**config.mk**
```make
export PLATFORM = sky130hd
export DESIGN_NAME = data_mem_arbiter
export DESIGN_NICKNAME = d
export VERILOG_FILES = /design/src/rtl/data_mem_arbiter.sv
export SDC_FILE = /design/constraint.sdc
export NUM_CORES = 1
export LEC_CHECK = 0
export BUFFER_PORTS_ARGS = -buffer_cell sky130_fd_sc_hd__buf_2
export CORE_MARGIN = 2
export CORE_UTILIZATION = 40
export CTS_BUF_LIST = sky130_fd_sc_hd__clkbuf_8
export CTS_CLUSTER_SIZE = 16
export DETAILED_ROUTE_END_ITERATION = 16
export HOLD_SLACK_MARGIN = 0.05
export PLACE_DENSITY = 0.74
export SKIP_CTS_REPAIR_TIMING = 1
export SLEW_MARGIN = 15
export SYNTH_ARGS = -nofsm -noshare
export SYNTH_HDL_FRONTEND = slang
export SYNTH_SLANG_ARGS = --single-unit
```
**constraint.sdc**
```tcl
create_clock -name clk -period 3.27 [get_ports clk]
set_input_delay 0.1635 -clock clk [delete_from_list [all_inputs] [get_ports clk]]
set_output_delay 0.1635 -clock clk [all_outputs]
set_load 0.01 [all_outputs]
```
**src/rtl/data_mem_arbiter.sv**
```systemverilog
// data_mem_arbiter: shares one single-port data memory between the CPU
// (port A) and a DMA/loader engine (port B). Every access runs as a fixed
// IDLE -> ACCESS -> RESP sequence, so an ack arrives two cycles after the
// request is first seen in IDLE.
//
// Optional build macro: DATA_MEM_ARB_ROUND_ROBIN_EN
//   defined   : ties go to the port that was not granted last
//   undefined : fixed priority, port A always wins ties
//
// Ports:
//   clk, rst                  clock, synchronous active-high reset
//   a_req/a_read_write/a_address/a_write_data, a_ack   CPU request/ack
//   b_req/b_read_write/b_address/b_write_data, b_ack   DMA request/ack
//   read_data                 registered read result, valid with ack
//   mem_address/mem_write_data/mem_read_write          to memory
//   mem_read_data             from memory (combinational read)
//   busy                      high in ACCESS and RESP
//   conflict                  one-cycle pulse after a tied arbitration
module data_mem_arbiter #(
    parameter int unsigned ADDR_WIDTH = 8,
    parameter int unsigned DATA_WIDTH = 8
) (
    input  logic                  clk,
    input  logic                  rst,
    input  logic                  a_req,
    input  logic                  a_read_write,
    input  logic [ADDR_WIDTH-1:0] a_address,
    input  logic [DATA_WIDTH-1:0] a_write_data,
    output logic                  a_ack,
    input  logic                  b_req,
    input  logic                  b_read_write,
    input  logic [ADDR_WIDTH-1:0] b_address,
    input  logic [DATA_WIDTH-1:0] b_write_data,
    output logic                  b_ack,
    output logic [DATA_WIDTH-1:0] read_data,
    output logic [ADDR_WIDTH-1:0] mem_address,
    output logic [DATA_WIDTH-1:0] mem_write_data,
    output logic                  mem_read_write,
    input  logic [DATA_WIDTH-1:0] mem_read_data,
    output logic                  busy,
    output logic                  conflict
);

    typedef enum logic [1:0] {
        ST_IDLE   = 2'd0,
        ST_ACCESS = 2'd1,
        ST_RESP   = 2'd2
    } state_t;

    state_t                state_q, state_d;
    logic                  rw_q, rw_d;
    logic                  grant_b_q, grant_b_d;
    logic                  last_grant_b_q, last_grant_b_d;
    logic                  pick_b;
    logic [ADDR_WIDTH-1:0] addr_d;
    logic [DATA_WIDTH-1:0] wdata_d;
    logic [DATA_WIDTH-1:0] rdata_d;
    logic                  mem_rw_d;
    logic                  a_ack_d;
    logic                  b_ack_d;
    logic                  busy_d;
    logic                  conflict_d;

    // Arbitration choice for the current IDLE cycle
    always_comb begin
        pick_b = 1'b0;
`ifdef DATA_MEM_ARB_ROUND_ROBIN_EN
        pick_b = b_req & (~a_req | ~last_grant_b_q);
`else
        pick_b = b_req & ~a_req;
`endif
    end

    // Next-state and next-output logic
    always_comb begin
        state_d        = state_q;
        rw_d           = rw_q;
        grant_b_d      = grant_b_q;
        last_grant_b_d = last_grant_b_q;
        addr_d         = mem_address;
        wdata_d        = mem_write_data;
        rdata_d        = read_data;
        mem_rw_d       = 1'b0;
        a_ack_d        = 1'b0;
        b_ack_d        = 1'b0;
        busy_d         = busy;
        conflict_d     = 1'b0;

        case (state_q)
            ST_IDLE: begin
                busy_d = 1'b0;
                if (a_req || b_req) begin
                    addr_d         = pick_b ? b_address    : a_address;
                    wdata_d        = pick_b ? b_write_data : a_write_data;
                    rw_d           = pick_b ? b_read_write : a_read_write;
                    // Strobe is registered so it is high for exactly the ACCESS cycle
                    mem_rw_d       = pick_b ? b_read_write : a_read_write;
                    grant_b_d      = pick_b;
                    last_grant_b_d = pick_b;
                    busy_d         = 1'b1;
                    conflict_d     = a_req & b_req;
                    state_d        = ST_ACCESS;
                end
            end
            ST_ACCESS: begin
                if (!rw_q) begin
                    rdata_d = mem_read_data;
                end
                a_ack_d = ~grant_b_q;
                b_ack_d = grant_b_q;
                state_d = ST_RESP;
            end
            ST_RESP: begin
                busy_d  = 1'b0;
                state_d = ST_IDLE;
            end
            default: begin
                busy_d  = 1'b0;
                state_d = ST_IDLE;
            end
        endcase
    end

    // State and registered outputs
    always_ff @(posedge clk) begin
        if (rst) begin
            state_q        <= ST_IDLE;
            rw_q           <= 1'b0;
            grant_b_q      <= 1'b0;
            last_grant_b_q <= 1'b1;
            mem_address    <= '0;
            mem_write_data <= '0;
            read_data      <= '0;
            mem_read_write <= 1'b0;
            a_ack          <= 1'b0;
            b_ack          <= 1'b0;
            busy           <= 1'b0;
            conflict       <= 1'b0;
        end else begin
            state_q        <= state_d;
            rw_q           <= rw_d;
            grant_b_q      <= grant_b_d;
            last_grant_b_q <= last_grant_b_d;
            mem_address    <= addr_d;
            mem_write_data <= wdata_d;
            read_data      <= rdata_d;
            mem_read_write <= mem_rw_d;
            a_ack          <= a_ack_d;
            b_ack          <= b_ack_d;
            busy           <= busy_d;
            conflict       <= conflict_d;
        end
    end

endmodule
```
==> reports/results.ini, run 1 <==
[cts]
cts_buffers = 5
path_clk_slew_ns = 0.06
htree_levels = 2
cts_tree = yes
cts.path.max_buffers = 2
cts.sinks = 33
cts_root_buf = clkbuf_8
clkLatencyLatePin_ns = 0.28

[placement]
dp_hpwl_mm = 2.31
place_congestion = 0.725
numPortBuffers = 74
placed_cells = 255
placed_cell_area_sq_um = 1830
post-place-ws_ns = 1.74

[die]
rows = 22
die_y_um = 64.6
dieArea_sq_um = 4180
start_util_pct = 40.8
die_w_um = 64.6
core_area_sq_um = 3610
pin_count = 75

[synth]
synth-async-reset-ratio_pct = 0
syn-num-nets = 191
netlist_top_cells_area = dfxtp_1 (45%), a211oi_2 (6.8%), mux2i_1 (6.1%)
synth_cell_types = 30
syn_avg_cell_area_sq_um = 10.1
synth_area_sq_um = 1470
synth_edf_count = 0
ys_seq_area_share_pct = 44.9
synth_top_area_share_pct = 44.9
ys_ff_latch = 33
synth-main-ff-cell = dfxtp_1
syn_inst = 145
yosysTopAreaCell = dfxtp_1
synth_warnings = 0

[global_routing]
grt_overflow = 0
track_usage_pct = 16.8
use_met3_pct = 5.73
grt_pass1_wl_mm = 5.47
met1_usage_pct = 22.0
globalRoute.busiestLayer = met2
grt_pass1_vias = 1225
grt_max_degree = 39
grt_use_met2_pct = 25.9
antenna_found_initial = 0

[layout]
area_growth_pct = 30.2
final_cells = 262
layout-drive-gt1-share_pct = 50.9
post-route-util_pct = 53.1
antenna_cells = 0
fin_nets = 260
stdcell_area_sq_um = 1910
fillers = 337

[sta]
layout_setup_ws_ns = 2.00
finClkSkew_ns = 0.00363
min_period_ns = 1.27
max_freq_mhz = 790
whs_ns = 0.120
rsz0062_at_grt = no
finalCritPeriodShare_pct = 38.7
hold_viol_final = 0
setup_violations = 0
worst_slew_pin_slew_ns = 0.657
finalMaxSlewViolations = 0
slew_headroom_pct = 56.2
tns_ns = 0

[power_and_ir_drop]
p_total_uw = 955
powerDensity_nw_per_um2 = 499
p_leak_nw = 0.865
ir_worst_vdd_uv = 260

[min_path]
whs_path_depth = 3
holdPathEnd = read_data[4]$_SDFFE_PP0P_
hold_path_class = in -> reg
hold_start = mem_read_data[4]

[run]
drv_cap = 0

[setup_path]
cp_slowest_stage_delay_ns = 0.37
r2r-end = rw_q$_SDFFE_PP0P_
path_cells = nor2_2 -> buf_4 -> a21oi_1 -> a311oi_2
crit_type = reg -> reg
path_max_fanout = 38
r2r_start = state_q[0]$_SDFFE_PP0P_
reg2reg_depth = 4
crit_arrival_ns = 1.46
slowest_stage = buf_4
end_kind = register
rrSetupSlack_ns = 2.00
crit_required_ns = 3.46
critPathLaunchType = register

[run_status]
status = finished clean

[detailed_routing]
vias = 1306
first_pass_iters = 4
drcViolationCount = 0
totalWireLength_mm = 3.26
drt_iter0_markers = 29
post_drt_via_cell_ratio = 4.98
ant_nets = 0
wl_per_cell_um = 12.4

==> area by class of cell <==
class,count,area [sq um],share of cell area (%)
multi-input cells,97,717,37.5
flip-flops and latches,33,661,34.5
repair buffers,76,385,20.1
clock buffers,6,82.6,4.31
well taps,48,60.1,3.14
inverters,1,5.00,0.261
clock inverters,1,3.75,0.196
==> placed cells by master (no fill, tap or decap), types with 2 or more instances in the layout <==
master	count
o21ai_2	8
a21oi_1	17
buf_2	74
mux2i_1	9
clkbuf_8	6
buf_4	2
nor2_1	9
or3b_1	8
a211oi_1	9
o21ai_0	7
or3b_2	7
nor3b_1	2
nand2_1	2
a211oi_2	8
dfxtp_1	33
==> cells in the mapped netlist, types with 2 or more instances <==
library cell	instances
buf_2	6
mux2i_1	9
or3b_1	8
clkbuf_1	2
nor3b_1	2
a211oi_2	8
o21ai_0	7
o21ai_2	8
a21oi_1	17
nor2_1	10
nand2_1	2
buf_4	2
a211oi_1	9
or3b_2	7
dfxtp_1	33
==> layer usage <==
metal  up-vias  part of all wire [%]
met5         -                     0
li1        672                     -
met3         4                   6.8
met2        49                    44
met1       581                    48
met4         0                  0.92
==> how the worst max path moves through the flow <==
stage	to	start	slack (ns)
after global placement	rw_q$_SDFFE_PP0P_	a_req	1.79
after detailed placement	rw_q$_SDFFE_PP0P_	a_req	1.74
after floorplan	mem_address[1]$_SDFFE_PP0P_	a_req	2.18
after CTS	rw_q$_SDFFE_PP0P_	state_q[0]$_SDFFE_PP0P_	2.00
after global routing	rw_q$_SDFFE_PP0P_	a_req	1.90
final	rw_q$_SDFFE_PP0P_	state_q[0]$_SDFFE_PP0P_	2.00
==> cell families (layout without fill, tap and decap cells) <==
kind of cell,Yosys count,count (layout),synth area share (%)
flip-flops,33,33,44.9
AND/OR/NAND/NOR,35,35,15.7
multiplexers,9,9,6.13
AO/OA/AOI/OAI,53,53,26.7
buffers and inverters,15,84,6.47
==> sequential cells by signal, indices dropped and copies added (netlist names) <==
signal and flops:
mem_write_data 8, mem_address 8, b_ack 1, state_q 2
grant_b_q 1, rw_q 1, busy 1, mem_read_write 1
a_ack 1, read_data 8, conflict 1
==> critical path, delay by kind of cell, from the launching register on <==
family,cells,cell delay (ns)
flip-flops,1,0.32
AO/OA/AOI/OAI,2,0.39
buffers and inverters,1,0.37
AND/OR/NAND/NOR,1,0.09
==> where the power goes <==
part	internal (mW)	switching [mW]	total [mW]
Clock	0.164	0.133	0.297
Combinational	0.0917	0.108	0.200
Sequential	0.439	0.0189	0.458
Note: power is estimated with default switching activity, not from simulation.
==> run 2, diff against run 1 <==
- PLACE_DENSITY: 0.74 -> 0.77
- clock period: 3.27 -> 1.1 ns (I/O delays scaled with it)
==> run 2 against run 1 <==
Power rose to 3.2 times the previous value. Maximum frequency rose by 15%. Sequential share of layout area fell by 4.0 points. Routed wire length rose by 19%. Hold slack got worse by 0.10 ns. Count of clock-buffer cells in the layout rose by 1. Final area rose by 14%. The run now ends with setup timing left. Cell count rose by 8.4%. Critical path type unchanged. Clock power rose to 3.3 times the previous value. Largest cell class unchanged. Setup slack got worse by 2.0 ns. Die area did not move. Utilization rose by 7.4 points. Largest power group unchanged.
==> reports/results.ini, run 2 (synthesis gave the netlist of run 1 again) <==
[global_routing]
antenna_found_initial = 0  ; unchanged
grt_use_met2_pct = 29.7  ; was 25.9%
met1_usage_pct = 20.7  ; was 22.0%
grt_pass1_wl_mm = 5.77  ; was 5.47 mm
use_met3_pct = 6.60  ; was 5.73%
track_usage_pct = 17.6  ; was 16.8%
grt_pass1_vias = 1299  ; was 1,225
globalRoute.busiestLayer = met2  ; unchanged
grt_max_degree = 34  ; was 39
grt_overflow = 0  ; unchanged

[layout]
layout_common_cells = buf_2 (74), dfxtp_1 (31), a21oi_1 (15)  ; was buf_2 (74), dfxtp_1 (33), a21oi_1 (17)
fin_nets = 281  ; was 260
antenna_cells = 0  ; unchanged
post-route-util_pct = 60.5  ; was 53.1%
area_growth_pct = 48.4  ; was 30.2%
layout-drive-gt1-share_pct = 55.9  ; was 50.9%
final_common_cell = buf_2  ; unchanged
stdcell_area_sq_um = 2180  ; was 1910 sq um
reg.largest.list = mem_address (8), mem_write_data (8), read_data (8)  ; unchanged

[setup_path]
end_kind = register  ; unchanged
path_cells = nor3b_4 -> buf_6 -> mux2i_1 -> nor2_1  ; was nor2_2 -> buf_4 -> a21oi_1 -> a311oi_2
crit_required_ns = 1.28  ; was 3.46 ns
r2r_start = state_q[0]$_SDFFE_PP0P_  ; unchanged
r2r-end = read_data[0]$_SDFFE_PP0P_  ; was rw_q$_SDFFE_PP0P_
crit_type = reg -> reg  ; unchanged
path_max_fanout = 8  ; was 38
reg2reg_depth = 4  ; unchanged
cp_slowest_stage_delay_ns = 0.37  ; about the same
critPathTopFamily = flip-flops  ; was compound AO/OA/AOI/OAI gates
critPathLaunchType = register  ; unchanged
rrSetupSlack_ns = -0.0009  ; was 2.00 ns
slowest_stage = dfxtp_2  ; was buf_4
cp.buffers_inverters = 1  ; unchanged
crit_arrival_ns = 1.28  ; was 1.46 ns

[detailed_routing]
drcViolationCount = 0  ; unchanged
wl_per_cell_um = 13.6  ; was 12.4 um
drt_iter0_markers = 20  ; was 29
vias = 1422  ; was 1,306
first_pass_iters = 4  ; unchanged
post_drt_via_cell_ratio = 5.01  ; was 4.98
ant_nets = 0  ; unchanged
totalWireLength_mm = 3.87  ; was 3.26 mm

[run_status]
status = complete, but fails checks  ; was finished clean
violations = setup timing

[cts]
clkLatencyLatePin_ns = 0.28  ; about the same
cts_tree = yes  ; unchanged
cts.sinks = 33  ; unchanged
cts_root_buf = clkbuf_8  ; unchanged
htree_levels = 2  ; unchanged
cts.path.max_buffers = 2  ; unchanged
cts_buffers = 5  ; unchanged
path_clk_slew_ns = 0.07  ; was 0.06 ns

[run]
drv_cap = 0  ; unchanged

[min_path]
hold_path_class = in -> reg  ; unchanged
whs_path_depth = 3  ; unchanged
holdPathEnd = read_data[4]$_SDFFE_PP0P_  ; unchanged
hold_start = mem_read_data[4]  ; unchanged

[sta]
slew_headroom_pct = 71.7  ; was 56.2%
whs_ns = 0.0171  ; was 0.120 ns
finalMaxSlewViolations = 0  ; unchanged
min_period_ns = 1.10  ; was 1.27 ns
max_freq_mhz = 908  ; was 790 MHz
finalCritPeriodShare_pct = 100  ; was 38.7%
finClkSkew_ns = 0.00390  ; was 0.00363 ns
hold_viol_final = 0  ; unchanged
rsz0062_at_grt = yes  ; was no
setup_violations = 1  ; was 0
layout_setup_ws_ns = -0.000912  ; was 2.00 ns
worst_slew_pin_slew_ns = 0.424  ; was 0.657 ns

[placement]
numPortBuffers = 74  ; unchanged
place_congestion = 0.746  ; was 0.725
post-place-ws_ns = -0.0285  ; was 1.74 ns
placed_cell_area_sq_um = 1930  ; was 1830 sq um
dp_hpwl_mm = 2.54  ; was 2.31 mm

[die]
dieArea_sq_um = 4180  ; unchanged
pin_count = 75  ; unchanged
start_util_pct = 40.8  ; unchanged
rows = 22  ; unchanged
die_w_um = 64.6  ; unchanged
core_area_sq_um = 3610  ; unchanged
die_y_um = 64.6  ; unchanged

[power_and_ir_drop]
p_total_mw = 3.10  ; was 955 uW
powerDensity_nw_per_um2 = 1420  ; was 499 nW/um^2
p_leak_nw = 0.991  ; was 0.865 nW
ir_worst_vdd_uv = 859  ; was 260 uV

==> run 2: cell types whose count changed in the layout (fill, tap and decap cells not counted), sizes merged <==
cell         delta
clkbuf          +2
buf            +14
inv             -1
dlygate4sd3     +6
clkinv          +1
==> run 2: worst max-delay path by stage <==
stage / start / slack [ns] / cells after the start / end
6_report: state_q[0]$_SDFFE_PP0P_ / -0.0009 / 4 / read_data[0]$_SDFFE_PP0P_
5_1_grt: state_q[0]$_SDFFE_PP0P_ / -0.08 / 4 / read_data[3]$_SDFFE_PP0P_
4_1_cts: state_q[0]$_SDFFE_PP0P_ / -0.03 / 4 / read_data[3]$_SDFFE_PP0P_
3_5_place_dp: state_q[0]$_SDFFE_PP0P_ / -0.03 / 4 / read_data[3]$_SDFFE_PP0P_
3_3_place_gp: state_q[0]$_SDFFE_PP0P_ / 0.007 / 4 / read_data[4]$_SDFFE_PP0P_
2_1_floorplan: state_q[0]$_SDFFE_PP0P_ / 0.03 / 4 / read_data[0]$_SDFFE_PP0P_
==> run 2: power by group <==
| group | total (mW) | switching [mW] | internal [mW] |
|---|---|---|---|
| logic | 0.745 | 0.362 | 0.384 |
| registers | 1.37 | 0.0630 | 1.31 |
| clock network | 0.986 | 0.421 | 0.565 |
==> run 2: worst register-to-register path, stage by stage (launching register included) <==
cell	delay, ns
dfxtp_2	0.37
nor3b_4	0.20
buf_6	0.17
mux2i_1	0.21
nor2_1	0.06
==> run 2: layout make-up <==
class                      count  area, sq um
inverter                       1         5.00
timing repair buffer          97          604
fill                         311         1420
tap                           48         60.1
clock buffer                   7         96.3
sequential                    33          666
multi-input combinational     97          746
clock inverter                 1         5.00
==> run 2: stage by stage <==
step | std cells | TNS [ns]
after floorplan | 145 | 0
after global placement | 265 | 0
after detailed placement | 265 | -0.138
after CTS | 273 | -0.192
after global routing | 284 | -0.704
final | 284 | -0.000912
==> run 2: layer usage <==
metal / wire length [um] / up-vias / share of wire (%)
met5: 0 / - / 0
met4: 53 / 0 / 1.4
met3: 205 / 7 / 5.3
met2: 1910 / 41 / 49
met1: 1700 / 665 / 44
li1: - / 709 / -
==> run 3, diff against run 2 <==
- PLACE_DENSITY: 0.77 -> 0.76
==> run 3 against run 2 <==
The flow now finishes without violations. Count of clock-buffer cells in the layout fell by 1. Final area fell by 1.3%. First-iteration DRC count rose to 3.3 times the previous value. Clock power rose by 17%. Routed wire length fell by 8.7%. Critical path type unchanged. Largest cell class unchanged. Largest power group unchanged.
==> reports/results.ini, run 3 (synthesis gave the netlist of run 1 again) <==
[run_status]
status = finished clean  ; was complete, but fails checks

[global_routing]
grt_pass1_wl_mm = 5.70  ; was 5.77 mm
track_usage_pct = 17.7  ; was 17.6%
grt_max_degree = 25  ; was 34
grt_overflow = 0  ; unchanged
grt_pass1_vias = 1258  ; was 1,299
antenna_found_initial = 0  ; unchanged

[sta]
setup_violations = 0  ; was 1
max_freq_mhz = 939  ; was 908 MHz
finalMaxSlewViolations = 0  ; unchanged
slew_headroom_pct = 74.0  ; was 71.7%
finClkSkew_ns = 0.00284  ; was 0.00390 ns
finalCritPeriodShare_pct = 96.9  ; was 100%
min_period_ns = 1.07  ; was 1.10 ns
rsz0062_at_grt = yes  ; unchanged
whs_ns = 0.0216  ; was 0.0171 ns
worst_slew_pin_slew_ns = 0.389  ; was 0.424 ns
layout_setup_ws_ns = 0.0346  ; was -0.000912 ns
hold_viol_final = 0  ; unchanged

[setup_path]
path_max_fanout = 8  ; unchanged
cp_slowest_stage_delay_ns = 0.35  ; was 0.37 ns
path_cells = nor3b_2 -> buf_6 -> mux2i_1 -> nor2_1  ; was nor3b_4 -> buf_6 -> mux2i_1 -> nor2_1
crit_arrival_ns = 1.23  ; was 1.28 ns
end_kind = register  ; unchanged
slowest_stage = dfxtp_2  ; unchanged
crit_required_ns = 1.27  ; was 1.28 ns
critPathLaunchType = register  ; unchanged
crit_type = reg -> reg  ; unchanged

[layout]
antenna_cells = 0  ; unchanged
fillers = 321  ; was 311
layout_common_cells = buf_2 (74), dfxtp_1 (31), a21oi_1 (17)  ; was buf_2 (74), dfxtp_1 (31), a21oi_1 (15)
layout-drive-gt1-share_pct = 54.5  ; was 55.9%
final_common_cell = buf_2  ; unchanged
fin_nets = 276  ; was 281
post-route-util_pct = 59.8  ; was 60.5%
area_growth_pct = 46.6  ; was 48.4%
final_cells = 279  ; was 284
reg.largest.list = mem_address (8), mem_write_data (8), read_data (8)  ; unchanged

[cts]
cts_tree = yes  ; unchanged
cts_buffers = 5  ; unchanged
cts_root_buf = clkbuf_8  ; unchanged
cts.path.max_buffers = 2  ; unchanged
cts.sinks = 33  ; unchanged
htree_levels = 2  ; unchanged
clkLatencyLatePin_ns = 0.28  ; about the same
path_clk_slew_ns = 0.07  ; about the same

[placement]
dp_hpwl_mm = 2.58  ; was 2.54 mm
post-place-ws_ns = -0.0259  ; was -0.0285 ns
placed_cells = 264  ; was 265
numPortBuffers = 74  ; unchanged
place_congestion = 0.749  ; was 0.746

[detailed_routing]
ant_nets = 0  ; unchanged
vias = 1368  ; was 1,422
wl_per_cell_um = 12.7  ; was 13.6 um
totalWireLength_mm = 3.53  ; was 3.87 mm
first_pass_iters = 4  ; unchanged
drcViolationCount = 0  ; unchanged
drt_iter0_markers = 66  ; was 20
post_drt_via_cell_ratio = 4.90  ; was 5.01

[min_path]
hold_path_class = in -> reg  ; unchanged

[die]
rows = 22  ; unchanged
dieArea_sq_um = 4180  ; unchanged
start_util_pct = 40.8  ; unchanged
pin_count = 75  ; unchanged
core_area_sq_um = 3610  ; unchanged
die_w_um = 64.6  ; unchanged
die_y_um = 64.6  ; unchanged

[run]
drv_cap = 0  ; unchanged

[power_and_ir_drop]
p_total_mw = 3.23  ; was 3.10 mW
powerDensity_nw_per_um2 = 1500  ; was 1420 nW/um^2
p_leak_nw = 0.982  ; was 0.991 nW
ir_worst_vdd_uv = 839  ; was 859 uV

-- run 3: power by group --
group | switching, mW | internal, mW | total, mW | leakage (nW)
clock | 0.424 | 0.729 | 1.15 | 0.0626
combinational | 0.346 | 0.368 | 0.714 | 0.647
sequential | 0.0584 | 1.31 | 1.36 | 0.273
-- run 3: worst max-delay path: cells and delay by family, from the launching register on --
kind | cells | cell delay, ns
buffers and inverters | 1 | 0.17
DFF | 1 | 0.35
muxes | 1 | 0.19
and+or+nand+nor | 2 | 0.23
-- run 3: per-layer routing --
metal / part of all wire, % / vias up / GRT usage [%]
met5: 0 / - / 0
met4: 1.7 / 0 / 7.98
met3: 5.7 / 4 / 4.69
met2: 47 / 46 / 28.6
met1: 46 / 615 / 22.0
li1: - / 703 / -
-- run 3: final timing paths --
check	from	end	slack, ns	depth (start not counted)
max	state_q[0]$_SDFFE_PP0P_	read_data[6]$_SDFFE_PP0P_	0.03	4
min	mem_read_data[3]	read_data[3]$_SDFFE_PP0P_	0.02	3
max reg2reg	state_q[0]$_SDFFE_PP0P_	read_data[6]$_SDFFE_PP0P_	0.03	4
min reg2reg	busy$_SDFFE_PP0P_	busy$_SDFFE_PP0P_	0.45	2
-- run 3: area by class of cell --
type                            count  area (sq um)  area share, %
Clock inverter                      2          33.8           1.57
Sequential cell                    33           663           30.8
Timing Repair Buffer               92           578           26.8
Inverter                            1          5.00          0.232
Multi-Input combinational cell     97           732           34.0
Clock buffer                        6          82.6           3.83
Tap cell                           48          60.1           2.79
-- run 3: per-stage QoR --
| stage | area [sq um] | setup TNS (ns) |
|---|---|---|
| 2_1_floorplan | 1470 | 0 |
| 3_3_place_gp | 1930 | 0 |
| 3_5_place_dp | 1930 | -0.162 |
| 4_1_cts | 2050 | -0.567 |
| 5_1_grt | 2150 | -0.227 |
| 6_report | 2150 | 0 |
